## src/rtl/score_text_writer.sv

```systemverilog
// rtl/score_text_writer.sv - sequential binary-to-decimal HUD text writer (score, level, rows)
module score_text_writer #(
  parameter int ADDR_W     = 8,
  parameter int SCORE_BASE = 0,
  parameter int LEVEL_BASE = 16,
  parameter int ROWS_BASE  = 32
) (
  input  logic                     Clk,
  input  logic                     Reset_n,
  input  logic                     start,
  input  logic signed [31:0]       score,
  input  logic signed [31:0]       level,
  input  logic signed [31:0]       rows_cleared,
  output logic                     busy,
  output logic                     done,
  output logic                     char_we,
  output logic [ADDR_W-1:0]        char_addr,
  output logic [7:0]               char_code
);

  typedef enum logic [1:0] {IDLE, SUB, EMIT, DONE} state_t;

  state_t      state;
  logic [23:0] rem;
  logic [23:0] lvl_q;
  logic [23:0] rows_q;
  logic [3:0]  cnt;
  logic [3:0]  k;
  logic        lead;

  logic [23:0] score_c, level_c, rows_c;
  logic [23:0] pow;
  logic        last, blank;

  function automatic logic [23:0] sat(input logic signed [31:0] v, input int maxv);
    if (v < 0)
      return 24'd0;
    else if (v > maxv)
      return 24'(maxv);
    else
      return v[23:0];
  endfunction

  // k is the global character index 0..12 across score(7), level(2), rows(4)
  function automatic logic [23:0] pow_of(input logic [3:0] idx);
    case (idx)
      4'd0:    return 24'd1000000;
      4'd1:    return 24'd100000;
      4'd2:    return 24'd10000;
      4'd3:    return 24'd1000;
      4'd4:    return 24'd100;
      4'd5:    return 24'd10;
      4'd7:    return 24'd10;
      4'd9:    return 24'd1000;
      4'd10:   return 24'd100;
      4'd11:   return 24'd10;
      default: return 24'd1;
    endcase
  endfunction

  function automatic logic [ADDR_W-1:0] addr_of(input logic [3:0] idx);
    int a;
    if (idx < 4'd7)
      a = SCORE_BASE + int'(idx);
    else if (idx < 4'd9)
      a = LEVEL_BASE + int'(idx) - 7;
    else
      a = ROWS_BASE + int'(idx) - 9;
    return ADDR_W'(a);
  endfunction

  always_comb begin
    score_c = sat(score, 9999999);
    level_c = sat(level, 99);
    rows_c  = sat(rows_cleared, 9999);
    pow     = pow_of(k);
    last    = (k == 4'd6) || (k == 4'd8) || (k == 4'd12);
    blank   = lead && (cnt == 4'd0) && !last;
  end

  always_ff @(posedge Clk or negedge Reset_n) begin
    if (!Reset_n) begin
      state     <= IDLE;
      rem       <= '0;
      lvl_q     <= '0;
      rows_q    <= '0;
      cnt       <= '0;
      k         <= '0;
      lead      <= 1'b0;
      busy      <= 1'b0;
      done      <= 1'b0;
      char_we   <= 1'b0;
      char_addr <= '0;
      char_code <= '0;
    end else begin
      case (state)
        IDLE: begin
          if (start) begin
            rem    <= score_c;
            lvl_q  <= level_c;
            rows_q <= rows_c;
            cnt    <= '0;
            k      <= '0;
            lead   <= 1'b1;
            busy   <= 1'b1;
            state  <= SUB;
          end
        end
        SUB: begin
          if (rem >= pow) begin
            rem <= rem - pow;
            cnt <= cnt + 4'd1;
          end else begin
            char_we   <= 1'b1;
            char_addr <= addr_of(k);
            char_code <= blank ? 8'h20 : (8'h30 + {4'd0, cnt});
            lead      <= blank;
            state     <= EMIT;
          end
        end
        EMIT: begin
          char_we <= 1'b0;
          cnt     <= '0;
          k       <= k + 4'd1;
          if (k == 4'd6) begin
            rem  <= lvl_q;
            lead <= 1'b1;
          end else if (k == 4'd8) begin
            rem  <= rows_q;
            lead <= 1'b1;
          end
          if (k == 4'd12) begin
            done  <= 1'b1;
            state <= DONE;
          end else begin
            state <= SUB;
          end
        end
        DONE: begin
          done  <= 1'b0;
          busy  <= 1'b0;
          state <= IDLE;
        end
        default: state <= IDLE;
      endcase
    end
  end

endmodule

```

## config.mk

```make
export PLATFORM = sky130hd
export DESIGN_NAME = score_text_writer
export DESIGN_NICKNAME = d
export VERILOG_FILES = /design/src/rtl/score_text_writer.sv
export SDC_FILE = /design/constraint.sdc
export NUM_CORES = 1
export LEC_CHECK = 0
export ABC_AREA = 1
export CAP_MARGIN = 20
export CELL_PAD_IN_SITES_DETAIL_PLACEMENT = 1
export CELL_PAD_IN_SITES_GLOBAL_PLACEMENT = 1
export CORE_MARGIN = 2
export CORE_UTILIZATION = 35
export CTS_BUF_LIST = sky130_fd_sc_hd__clkbuf_16
export DETAILED_ROUTE_END_ITERATION = 7
export PLACE_DENSITY_LB_ADDON = 0.1
export REMOVE_ABC_BUFFERS = 1
export SETUP_SLACK_MARGIN = 0.2
export SYNTH_ARGS = -nofsm -noshare
export SYNTH_HDL_FRONTEND = slang
export SYNTH_SLANG_ARGS = --single-unit
export TNS_END_PERCENT = 50
```

## constraint.sdc

```tcl
create_clock -name Clk -period 2.87 [get_ports Clk]
set_clock_uncertainty 0.2 [all_clocks]
set_input_delay 0.574 -clock Clk [delete_from_list [all_inputs] [get_ports Clk]]
set_output_delay 0.574 -clock Clk [all_outputs]
set_load 0.02 [all_outputs]
```

## Word level (Yosys, flattened, before mapping)

Memory sizes are Yosys's and may differ from the RTL's.
Index checks and enable logic that the tools add are counted.

- Bits in registers: 102
- Memory bits (read-only): 288
- Input bits: 99
- Output and inout port bits: 19
- Word-level logic and storage cells: 96
- Memories kept: 1

- Add/subtract/negate cells: 8
- Magnitude comparators: 9
- Eq/ne operators: 11
- Muxes and demuxes: 32
- Bitwise logic cells: 1
- Reduce and logical (&&, ||, !) cells: 22

Memory list:

| memory | depth | bits a word | read ports | clocked after memory_dff | write ports | RTL line | source |
|---|---|---|---|---|---|---|---|
| (name not given) | 16 | 18 | 1 | 0 | 0 | 46 | `case (idx)` |

Operators by type and width:

| operator | number |
|---|---|
| $mux W24 | 10 |
| $lt A32 B1 Y1 const B | 3 |
| $pmux W24 S3 | 1 |
| $gt A32 B15 Y1 const B | 1 |
| $gt A32 B25 Y1 const B | 1 |
| $gt A32 B8 Y1 const B | 1 |
| $ge A24 B24 Y1 | 1 |
| $sub A24 B24 Y24 | 1 |
| $mux W8 | 2 |
| $add A6 B4 Y7 const A | 2 |
| $reduce_and A2 Y1 | 7 |
| $pmux W4 S3 | 1 |
| $add A4 B1 Y4 const B | 2 |
| $eq A4 B4 Y1 const B | 2 |
| $mux W4 | 2 |
| $ne A2 B2 Y1 const B | 4 |
| $pmux W2 S4 | 1 |
| $pmux W4 S2 | 1 |
| $reduce_and A4 Y1 | 2 |
| $reduce_bool A2 Y1 | 4 |
| $sub A7 B4 Y8 const B | 1 |
| $mux W7 | 1 |
| $sub A6 B3 Y7 const B | 1 |
| $add A5 B4 Y6 const A | 1 |
| other kinds (18) | 30 |

## Logic depth before layout (Yosys ltp)

- Depth after elaboration: 7
- Mapped depth: 21
- Mapped depth without buffers: 21

## Worst setup path after synthesis

Ideal clock, no wire load.

- Kind: register to register
- Start point: register k[0]
- End point: register lead
- Setup time: 0.121 ns
- Arrival: 2.807 ns
- Data required time: 2.549 ns
- Setup slack: -0.259 ns
- Stages on the path, launching flop included: 19
- Buffers on the path: 1
- Clock period less this slack: 3.129 ns
- Cell sequence: dfrtp_1 -> inv_1 -> ha_1 -> inv_1 -> a221oi_1 -> o21ai_0 -> ha_1 -> nand2_1 -> inv_2 -> nand2_2 -> inv_2 -> nand2_2 -> nand2_2 -> nand2_2 -> nand4_4 -> nor2_8 -> buf_8 -> nand2_4 -> o22a_1

- Word-level cells in the longest chain between the ends: 7
- Elaborated cells on any way between the ends: 15
- Those cells by class: order compare: 1; eq/ne: 5; mux: 3; reduce/logical: 5; memory: 1

Ends and longest elaborated chain:

| element | RTL line | source |
|---|---|---|
| from (decl) | 28 | `logic [3:0] k;` |
| from (signal assigned) | 124 | `k <= k + 4'd1;` |
| branches (longest 7 deep; another with $ge A24 B24 Y1) | -- |  |
| to (signal assigned) | 117 | `lead <= blank;` |
| to (decl) | 29 | `logic lead;` |

Parallel ways; which one is timed is not known. The select of a mux whose other input is x is not followed.
A chain may end at the register's enable or synchronous reset.

## Final worst setup path

- Start point: register k[0]
- End point: register cnt[0]

- Word-level cells in the longest chain between the ends: 4

Ends and longest elaborated chain:

| element | RTL line | source |
|---|---|---|
| $mem_v2 Z16 W18 | -- |  |
| $ge A24 B24 Y1 | 110 | `if (rem >= pow) begin` |
| $ne A2 B2 Y1 (no source line) | -- |  |
| $reduce_and A3 Y1 (no source line) | -- |  |
| to (signal assigned) | 112 | `cnt <= cnt + 4'd1;` |
| to (decl) | 27 | `logic [3:0] cnt;` |

No other way between the ends.

==> metrics.md <==
| Metric | Value |
|---|---|
| Power Dens Cells | 1240 nW/µm² |
| Syn. warnings | 0 |
| Hpwl dp | slightly below 20000 µm |
| Max clock buf depth | 2 |
| Power, Total | ~0.013 W |
| Synthesized flop and latch total | 98 |
| Area after DPL | ~9400 µm² |
| Least-Margin Pin Slew | 0.691 ns |
| Period utilization | 1.11 |
| Min Hold Slack | approximately 0.27 ns |
| Non-filler instance count after layout | 1618 |
| Setup slack at placement | -0.444 ns |
| Total Routed Length | roughly 26000 µm |
| Pre-antenna DRT Iters | 4 |
| 1st-iter DRT viols | roughly 340 |
| Synth top area share | 0.337 |
| Post-synth EDFFs | 0 |
| Final setup fails | between 40 and 50 |
| GPL Wtd Cong | roughly 0.86 |
| Die W | between 100 and 150 µm |
| Final net count | ~1.5k |
| Largest net degree at the start of global routing | 47 |
| Final instance area | just over 10000 µm² |
| Final hold viol count | 0 |
| Core ar. | between 20000 and 25000 µm² |
| CP Buf/Inv Count | 7 |
| Count of cell types in the netlist | ~50 |
| Io pins | about 120 |
| Period minus WS final | 3.19 ns |
| CP Launch Type | flop |
| Cells after DPL | 1574 |
| H-tree levels | 3 |
| CP peak stage delay | ~0.39 ns |
| Clock Sinks | between 90 and 100 |
| Initial antenna violation count | 1 |
| RSZ-0062 raised after global routing | yes |
| Full die area | 22000 µm² |
| Synthesized area per cell | 6.51 µm² |
| WL/cell | 15.9 µm |
| M1 wire length | around 12000 µm |
| Max Fanout on Critical Path | 7 |
| Worst-Skew Late Latency | between 0.3 and 0.4 ns |
| Vias in the first global route | between 7k and 8k |
| Ranking of synthesized cells by area | dfrtp_1 (34%), nand2_1 (19%), inv_1 (7.7%), nor2_1 (7.0%), ha_1 (5.2%) |
| Rows | 52 |
| Gr usage total | 0.235 |
| Remaining Overflow, GRT | 0 |
| CP Class | reg2reg |
| CP Cell Sequence | inv_2, ha_4, inv_4, a221oi_2, o21ai_1, ha_1, nand2_2, inv_2, nand2_4, inv_2, nand2_2, nand2_2, nand2_2, nand4_4, nor2_8, buf_12, buf_12, buf_6, nor2_4, nand3_2, o21ai_2 |
| Met3 routed WL | 998 µm |
| DR top layer | met5 |
| Die height | 148 µm |
| Diode count | 0 |
| Met2 WL | ~12000 µm |
| Root buffer cell | clkbuf_16 |
| Vias after detailed routing | 7859 |
| Sequential cell area fraction in the yosys report | 0.337 |
| Most frequent cells after synthesis | nand2_1 (365), inv_1 (150), nor2_1 (135) |
| Status | finished, violations left |
| Final Max Slew Viols | 0 |
| Mapped cell area | approximately 7300 µm² |
| Leakage | 5.10 nW |
| Failing checks | setup timing |
| Worst path slowest cell | dfrtp_1 |
| Async set-reset flop share out of synthesis | 1.00 |
| Clk slew on worst S/H paths | about 0.080 ns |
| Most used cell, CP | nand2_2 |
| Crit path arrival time | around 3.3 ns |
| Fill cells | 2694 |
| Reg2Reg Setup Slack | -0.32 ns |
| Worst setup margin | -0.317 ns |
| Port buffer count | ~110 |
| CTS Buf Count | 9 |
| Slew margin rel. | 0.534 |
| Top-count cell post-synth | nand2_1 |
| Initial Util | 0.359 |
| Post-synth top flop | dfrtp_1 |
| Worst min-delay path category | reg2reg |
| Via/cell ratio | ~4.9 |
| Area leader, netlist | dfrtp_1 |
| Area delta synth->final | 40.4% |
| Cells after Synth | ~1.1k |
| DRC | 0 |
| Max Fclk | roughly 310 MHz |
| Setup crit end kind | flop |
| Layout cell share with drive strength beyond 1 | 0.194 |
| Peak VDD IR | between 400 and 500 µV |
| Global-route wire length before repair | about 41000 µm |
| Max-Cap Viols | 0 |
| CP top delay family | simple AND/OR/NAND/NOR gates |
| Worst endpoint required time | 2.96 ns |
| Post-DRT Antenna Nets | 0 |
| CTS tree | done |
==> power by group <==
part	internal (W)	switching, W
Sequential	0.00177	0.000336
Combinational	0.00403	0.00537
Clock	0.000588	0.000563
Total	0.00639	0.00627
==> final timing paths <==
path                                          startpoint                        to  depth (start not counted)
worst max-delay path                    k[0]$_DFFE_PN0P_        cnt[0]$_DFFE_PN0P_                         21
worst min register to register  char_code[5]$_DFFE_PN0P_  char_code[5]$_DFFE_PN0P_                          1
worst max register to register          k[0]$_DFFE_PN0P_        cnt[0]$_DFFE_PN0P_                         21
worst min-delay path            char_code[5]$_DFFE_PN0P_  char_code[5]$_DFFE_PN0P_                          1
max in group asynchronous                        Reset_n          k[3]$_DFFE_PN0P_                          3
min in group asynchronous                        Reset_n    rows_q[17]$_DFFE_PN0P_                          2
==> state kept, by name, indices dropped and copies added (netlist names) <==
signal,flops
done,1
lvl_q,24
cnt,4
k,4
state,2
rem,24
char_we,1
rows_q,24
char_addr,6
busy,1
lead,1
char_code,6
==> worst reg2reg max path, cell delays in order (launching register included) <==
cell,delay (ns)
dfrtp_1,0.39
inv_2,0.08
ha_4,0.29
inv_4,0.04
a221oi_2,0.26
o21ai_1,0.13
ha_1,0.37
nand2_2,0.09
inv_2,0.08
nand2_4,0.06
inv_2,0.06
nand2_2,0.05
nand2_2,0.08
nand2_2,0.06
nand4_4,0.12
nor2_8,0.05
buf_12,0.15
buf_12,0.14
buf_6,0.12
nor2_4,0.16
nand3_2,0.10
o21ai_2,0.06
==> per-layer routing <==
layer,global-route usage,up-vias
li1,-,3961
met1,0.331,3747
met2,0.386,130
met3,0.0368,19
met4,0.0438,2
met5,0,-
==> final cells by class <==
type,instances,area [µm²],area share
Sequential cell,98,2450,0.240
Clock inverter,7,43.8,0.00429
Multi-Input combinational cell,830,4340,0.425
Tap cell,270,338,0.0331
Inverter,164,623,0.0610
Clock buffer,9,225,0.0220
Timing Repair Buffer,240,2190,0.214
==> repair_timing <==
action	CTS	global route
cloned	3	0
gates resized for setup	46	44
setup buffers	15	9
hold buffers	1	0
setup endpoints to repair	44	44
pin swaps	26	20
hold endpoints to repair	29	0
==> placed cells by master (no fill, tap or decap), drive strengths merged, types with 4 or more instances in the layout <==
cell | Yosys | final
a21boi | 4 | 4
a21oi | 53 | 53
buf | 17 | 127
clkbuf | 14 | 9
clkdlybuf4s50 | 0 | 112
clkinv | 3 | 8
conb | 1 | 4
dfrtp | 98 | 98
ha | 30 | 30
inv | 161 | 163
nand2 | 379 | 379
nand3 | 67 | 67
nand3b | 6 | 6
nand4 | 14 | 14
nor2 | 147 | 149
nor3 | 8 | 8
nor4 | 6 | 6
o21ai | 79 | 79
o22ai | 6 | 6
xor2 | 4 | 4
==> cell families after synthesis <==
| logic type | Yosys count | synth area share |
|---|---|---|
| AOI/OAI and AO/OA | 154 | 0.118 |
| xor gates and xnor gates | 7 | 0.00842 |
| adders and majority gates | 31 | 0.0543 |
| buffers and inverters | 195 | 0.109 |
| DFF | 98 | 0.337 |
| other | 1 | 0.000515 |
| and+or+nand+nor | 632 | 0.372 |
==> metrics by stage <==
stage | TNS, ns | util
finish | -8.99 | 0.503
global route | -14.63 | 0.503
CTS | -6.99 | 0.493
detailed placement | -13.49 | 0.461
global placement | -7.61 | 0.461
floorplan | -7.86 | -
(Power assumes the default switching activity.)
